===== src/rtl/pool2x2_stream.sv =====
// 2x2 / stride-2 pooling stage for a raster-ordered conv output stream.
// It supports runtime max/avg mode, optional ReLU, stalling via en, and a per-frame end pulse.
module pool2x2_stream #(
    parameter int CH    = 12,
    parameter int DW    = 8,
    parameter int IMG_W = 8,
    parameter int IMG_H = 8,
    parameter bit RELU  = 1'b0
) (
    input  logic             clk,
    input  logic             rst,
    input  logic             en,
    input  logic             mode,
    input  logic             din_valid,
    input  logic [CH*DW-1:0] din,
    output logic [CH*DW-1:0] dout,
    output logic             dout_valid,
    output logic             pool_end,
    output logic             busy
);

    localparam int CW       = $clog2(IMG_W);
    localparam int RW       = $clog2(IMG_H);
    localparam int HW       = DW + 1;
    localparam int LB_DEPTH = IMG_W / 2;
    localparam int LW       = (LB_DEPTH > 1) ? $clog2(LB_DEPTH) : 1;

    typedef enum logic {
        MODE_MAX = 1'b0,
        MODE_AVG = 1'b1
    } pool_mode_e;

    logic [CW-1:0]      col_q, col_d;
    logic [RW-1:0]      row_q, row_d;
    pool_mode_e         mode_q, mode_d;
    logic [CH*DW-1:0]   pair_q, pair_d;
    logic [CH*DW-1:0]   dout_q, dout_d;
    logic               dout_valid_q, dout_valid_d;
    logic               pool_end_q, pool_end_d;

    logic [CH*HW-1:0]   lb_mem [LB_DEPTH];
    logic [CH*HW-1:0]   lb_rd;
    logic [LW-1:0]      lb_idx;
    logic               lb_we;

    logic               accept;
    logic               col_last;
    logic               row_last;
    logic [CH*DW-1:0]   relu_px;
    logic [CH*HW-1:0]   h_px;
    logic [CH*DW-1:0]   v_px;

    assign accept   = en && din_valid;
    assign col_last = (col_q == CW'(IMG_W - 1));
    assign row_last = (row_q == RW'(IMG_H - 1));
    assign lb_idx   = LW'(col_q >> 1);
    assign lb_rd    = lb_mem[lb_idx];

    // Per-lane datapath: ReLU, horizontal combine (DW+1 bits), vertical combine.
    // The first pixel of a frame sits at an even column, so combining never needs
    // the mode value being latched on that same cycle.
    always_comb begin
        logic signed [DW-1:0] x_s;
        logic signed [DW-1:0] p_s;
        logic signed [HW-1:0] h_s;
        logic signed [HW-1:0] l_s;
        logic signed [DW+1:0] s_s;
        // NOTE: every combinational output gets a default first so no path can infer a latch.
        x_s     = '0;
        p_s     = '0;
        h_s     = '0;
        l_s     = '0;
        s_s     = '0;
        relu_px = '0;
        h_px    = '0;
        v_px    = '0;
        for (int k = 0; k < CH; k++) begin
            x_s = din[k*DW +: DW];
            if (RELU && x_s[DW-1]) begin
                x_s = '0;
            end
            relu_px[k*DW +: DW] = x_s;

            p_s = pair_q[k*DW +: DW];
            if (mode_q == MODE_AVG) begin
                h_s = {x_s[DW-1], x_s} + {p_s[DW-1], p_s};
            end else begin
                h_s = (x_s > p_s) ? {x_s[DW-1], x_s} : {p_s[DW-1], p_s};
            end
            h_px[k*HW +: HW] = h_s;

            l_s = lb_rd[k*HW +: HW];
            if (mode_q == MODE_AVG) begin
                // Four DW-bit values sum into DW+2 bits; floor-divide by 4 is back in range.
                s_s = {l_s[HW-1], l_s} + {h_s[HW-1], h_s};
                v_px[k*DW +: DW] = DW'(s_s >>> 2);
            end else begin
                v_px[k*DW +: DW] = (h_s > l_s) ? DW'(h_s) : DW'(l_s);
            end
        end
    end

    always_comb begin
        col_d        = col_q;
        row_d        = row_q;
        mode_d       = mode_q;
        pair_d       = pair_q;
        dout_d       = dout_q;
        dout_valid_d = 1'b0;
        pool_end_d   = 1'b0;
        lb_we        = 1'b0;
        if (accept) begin
            if ((col_q == '0) && (row_q == '0)) begin
                mode_d = pool_mode_e'(mode);
            end

            if (!col_q[0]) begin
                pair_d = relu_px;
            end else if (!row_q[0]) begin
                lb_we = 1'b1;
            end else begin
                dout_d       = v_px;
                dout_valid_d = 1'b1;
                pool_end_d   = row_last && col_last;
            end

            if (col_last) begin
                col_d = '0;
                row_d = row_last ? '0 : row_q + RW'(1);
            end else begin
                col_d = col_q + CW'(1);
            end
        end
    end

    // NOTE: sequential state uses non-blocking assignments so every register samples pre-edge values.
    always_ff @(posedge clk) begin
        if (rst) begin
            col_q        <= '0;
            row_q        <= '0;
            mode_q       <= MODE_MAX;
            pair_q       <= '0;
            dout_q       <= '0;
            dout_valid_q <= 1'b0;
            pool_end_q   <= 1'b0;
        end else begin
            col_q        <= col_d;
            row_q        <= row_d;
            mode_q       <= mode_d;
            pair_q       <= pair_d;
            dout_q       <= dout_d;
            dout_valid_q <= dout_valid_d;
            pool_end_q   <= pool_end_d;
        end
    end

    // NOTE: the line buffer is written on every even row before being read, so it carries no reset.
    always_ff @(posedge clk) begin
        if (lb_we) begin
            lb_mem[lb_idx] <= h_px;
        end
    end

    assign dout       = dout_q;
    assign dout_valid = dout_valid_q;
    assign pool_end   = pool_end_q;
    assign busy       = (col_q != '0) || (row_q != '0);

endmodule


===== config.mk =====
export PLATFORM = sky130hd
export DESIGN_NAME = pool2x2_stream
export DESIGN_NICKNAME = d
export VERILOG_FILES = /design/src/rtl/pool2x2_stream.sv
export SDC_FILE = /design/constraint.sdc
export NUM_CORES = 2
export LEC_CHECK = 0
export ABC_AREA = 1
export BUFFER_PORTS_ARGS = -buffer_cell sky130_fd_sc_hd__buf_2
export CELL_PAD_IN_SITES_DETAIL_PLACEMENT = 2
export CELL_PAD_IN_SITES_GLOBAL_PLACEMENT = 2
export CORE_ASPECT_RATIO = 2
export CORE_UTILIZATION = 41
export DETAILED_ROUTE_END_ITERATION = 10
export GPL_TIMING_DRIVEN = 0
export PLACE_DENSITY = 0.92
export SLEW_MARGIN = 10
export SYNTH_ARGS = -nofsm -noshare
export SYNTH_HDL_FRONTEND = slang
export SYNTH_SLANG_ARGS = --single-unit

===== constraint.sdc =====
create_clock -name clk -period 19.6 [get_ports clk]
set_input_delay 3.92 -clock clk [delete_from_list [all_inputs] [get_ports clk]]
set_output_delay 3.92 -clock clk [all_outputs]
set_load 0.03 [all_outputs]

==> flow_metrics.py <==
metrics = {
    "finish": {
        "finalNonFillerCells": 6744,
        "layout-drive-gt1-share_pct": 10.4,
        "fin_nets": 5880,
        "fin_util_pct": 46.9,
        "stdcell_area_um2": 46300,
        "area_delta_synth_final_pct": 13.4,
    },
    "synth": {
        "synth-main-ff-cell": "edfxtp_1",
        "async_reset_ff_share_pct": 0,
        "synth-edff-count": 432,
        "syn-num-nets": 5554,
        "avgSynthCellArea_um2": 8.12,
        "synth_cell_types": 55,
        "synth_seq_cells": 635,
        "syn_area_um2": 40800,
        "synth_seq_area_share_pct": 41.7,
        "syn_inst": 5027,
        "yosysWarnings": 0,
    },
    "clock_network": {
        "hold_buffers": 0,
        "cts_made_buffers": 68,
        "post_cts_resized": 0,
        "cts_setup_buffers": 0,
        "cts_buffer_depth": 3,
        "root_buffer": "clkbuf_16",
        "clkTransAtPathRegs_ps": 70,
        "htree_levels": 3,
        "cts_tree": "yes",
        "clk_latency_ps": 730,
        "clock_sinks": 635,
    },
    "timing": {
        "hold_viol_final": 0,
        "max-slew-margin-rel_pct": -3.40,
        "tns_ps": 0,
        "fin_crit_ps": 9050,
        "min_period_over_period_pct": 46.2,
        "timing.fmax_mhz": 110,
        "finalMaxSlewViolations": 11,
        "tightest_slew_ps": 1550,
        "rsz0062_at_grt": "false",
        "fin_skew_ps": 37.5,
        "setup_viol": 0,
    },
    "floorplanning": {
        "die_x_um": 225,
        "dieArea_um2": 101000,
        "fp-row-count": 163,
        "io_pins": 200,
        "core_um2": 98700,
        "start_util_pct": 41.4,
        "die_y_um": 448,
    },
    "global_routing": {
        "grt_max_degree": 17,
        "grt_overflow": 0,
        "antenna_found_initial": 25,
        "grt_pass1_vias": 50828,
        "grt_pass1_wl_mm": 374,
        "grt.total_usage_pct": 52.2,
    },
    "power": {
        "p_total_w": 0.00482,
        "p_per_area_nw_per_um2": 104,
        "peakVddDrop_v": 0.0000853,
        "power.leakage_nw": 21.6,
    },
    "setup_path": {
        "crit_slowest_cell": "nor3_1",
        "reg2reg_slack_ps": 12680,
        "crit_required_ps": 20210,
        "end_kind": "flop",
        "cp_common_cell": "nand2_1",
        "slowest_delay_ps": 510,
        "crit_arrival_ps": 9660,
        "r2r-start": "mode_q",
        "startpoint_type": "input pin",
        "r2r-end": "dout[70]",
        "reg2reg_depth": 20,
        "criticalPathCategory": "in2reg",
        "crit_fanout": 9,
    },
    "detailed_routing": {
        "drt-wirelength-per-cell_um": 39.2,
        "via_per_inst": 6.91,
        "drcViolationCount": 0,
        "first_pass_iters": 6,
        "dr.first_iter.drc_count": 5826,
        "postRouteAntennaNets": 0,
        "vias": 46627,
        "drt_wl_total_mm": 264,
    },
    "placement": {
        "gp_congestion": 0.967,
        "portBuffers": 199,
        "dp_cells": 6600,
        "placed_cell_area_um2": 44000,
        "dp_hpwl_mm": 174,
    },
    "worst_hold_path": {
        "hp-start": "pair_q[2]",
        "hold_class": "reg2reg",
        "hold_path_end": "pair_q[2]",
        "hold_depth": 2,
    },
    "outcome": {
        "violations": "capacitance limit, slew limit",
        "status": "finished with violations",
    },
    "job": {
        "drv_cap": 3,
    },
}
flip-flops by register name (all words and copies together), names as in the netlist, named ones only:
| register | cells |
|---|---|
| lb_mem | 432 |
| col_q | 3 |
| dout_valid | 1 |
| row_q | 3 |
| mode_q | 1 |
| pool_end | 1 |
| dout | 96 |
| pair_q | 96 |
synthesized netlist by cell type (28+ instances only):
cell type,instances,area [um2]
nand4_1,75,469
edfxtp_1,432,13000
dfxtp_1,203,4060
a32oi_1,96,841
clkbuf_1,103,387
o21ai_1,32,160
buf_2,52,260
nor2_1,305,1140
ha_1,414,5180
inv_1,645,2420
nor3_1,28,140
nand2_1,1101,4130
nand3_1,288,1440
a21oi_1,542,2710
o21ai_0,378,1890
logic make-up (layout without fill, tap and decap cells):
| kind of cell | after synthesis | count (layout) | share of synthesized area, % |
|---|---|---|---|
| XOR/XNOR | 28 | 28 | 0.601 |
| AND/OR/NAND/NOR | 1908 | 1908 | 20.1 |
| buffers and inverters | 860 | 1240 | 8.25 |
| AO/OA/AOI/OAI | 1170 | 1170 | 16.0 |
| flip-flops | 635 | 635 | 41.7 |
| adder cells (fa/ha/maj) | 426 | 426 | 13.3 |
| other | 0 | 17 | 0 |
worst max-delay path by stage:
stage / cells after the start / from / slack [ps] / endpoint
global route: 25 / din[67] / 10480 / dout[70]
finish: 25 / din[67] / 10550 / dout[70]
global placement: 5 / en / 470 / lb_mem[2][22]
CTS: 26 / din[53] / 10960 / dout[54]
detailed placement: 26 / din[53] / 10510 / dout[54]
floorplan: 4 / en / 7270 / lb_mem[0][0]
cell usage in the layout, fill, tap and decap left out, drive strengths merged, types with 7 or more instances in the layout:
cell and count:
a21o 16, clkinv 29, a21oi 543, buf 335
a32oi 96, o22ai 12, o211ai 7, o21bai 18
ha 414, nand3b 23, inv 675, nand4 79
nor4 9, diode 17, dfxtp 203, nor2 307
or2 23, nand3 308, clkbuf 189, xor2 19
o21a 14, o2111ai 8, nor3 39, nand2 1120
a31oi 14, o21ai 412, fa 12, xnor2 9
edfxtp 432, a31o 8
power breakdown:
part	total [W]	internal, W	switching [W]
sequential	0.00153	0.00150	0.0000212
combinational	0.00183	0.000417	0.00142
clock	0.00146	0.000750	0.000711
worst max-delay path: cells and delay by family:
| kind | cells | cell delay [ps] |
|---|---|---|
| simple gates | 17 | 3360 |
| buf+inv | 4 | 690 |
| fa+ha+maj | 2 | 890 |
| compound gates | 2 | 800 |
per-stage QoR:
| step | hold WS, ps | worst slack, ps |
|---|---|---|
| floorplan | 451 | 7270 |
| global placement | 480 | 474 |
| detailed placement | 499 | 10510 |
| CTS | 533 | 10960 |
| global route | 563 | 10480 |
| finish | 530 | 10550 |
layer usage:
layer	wire [um]	part of all wire [%]	up-vias	global-route usage, %
met4	33100	13	20	53.8
met3	29400	11	1959	18.8
met1	84600	32	22730	53.3
met5	128	0.048	-	0.0489
met2	117000	44	4208	80.5
li1	-	-	17710	-
cell type report:
type / count / area [um2]
fill: 11103 / 52400
multi-input combinational: 3532 / 20400
sequential: 635 / 17000
inverter: 673 / 2530
clock buffer: 81 / 1810
tap: 1320 / 1650
timing repair buffer: 256 / 1500
buffer: 187 / 870
clock inverter: 43 / 417
antenna: 17 / 42.5
Note: power is estimated with default switching activity, not from simulation.
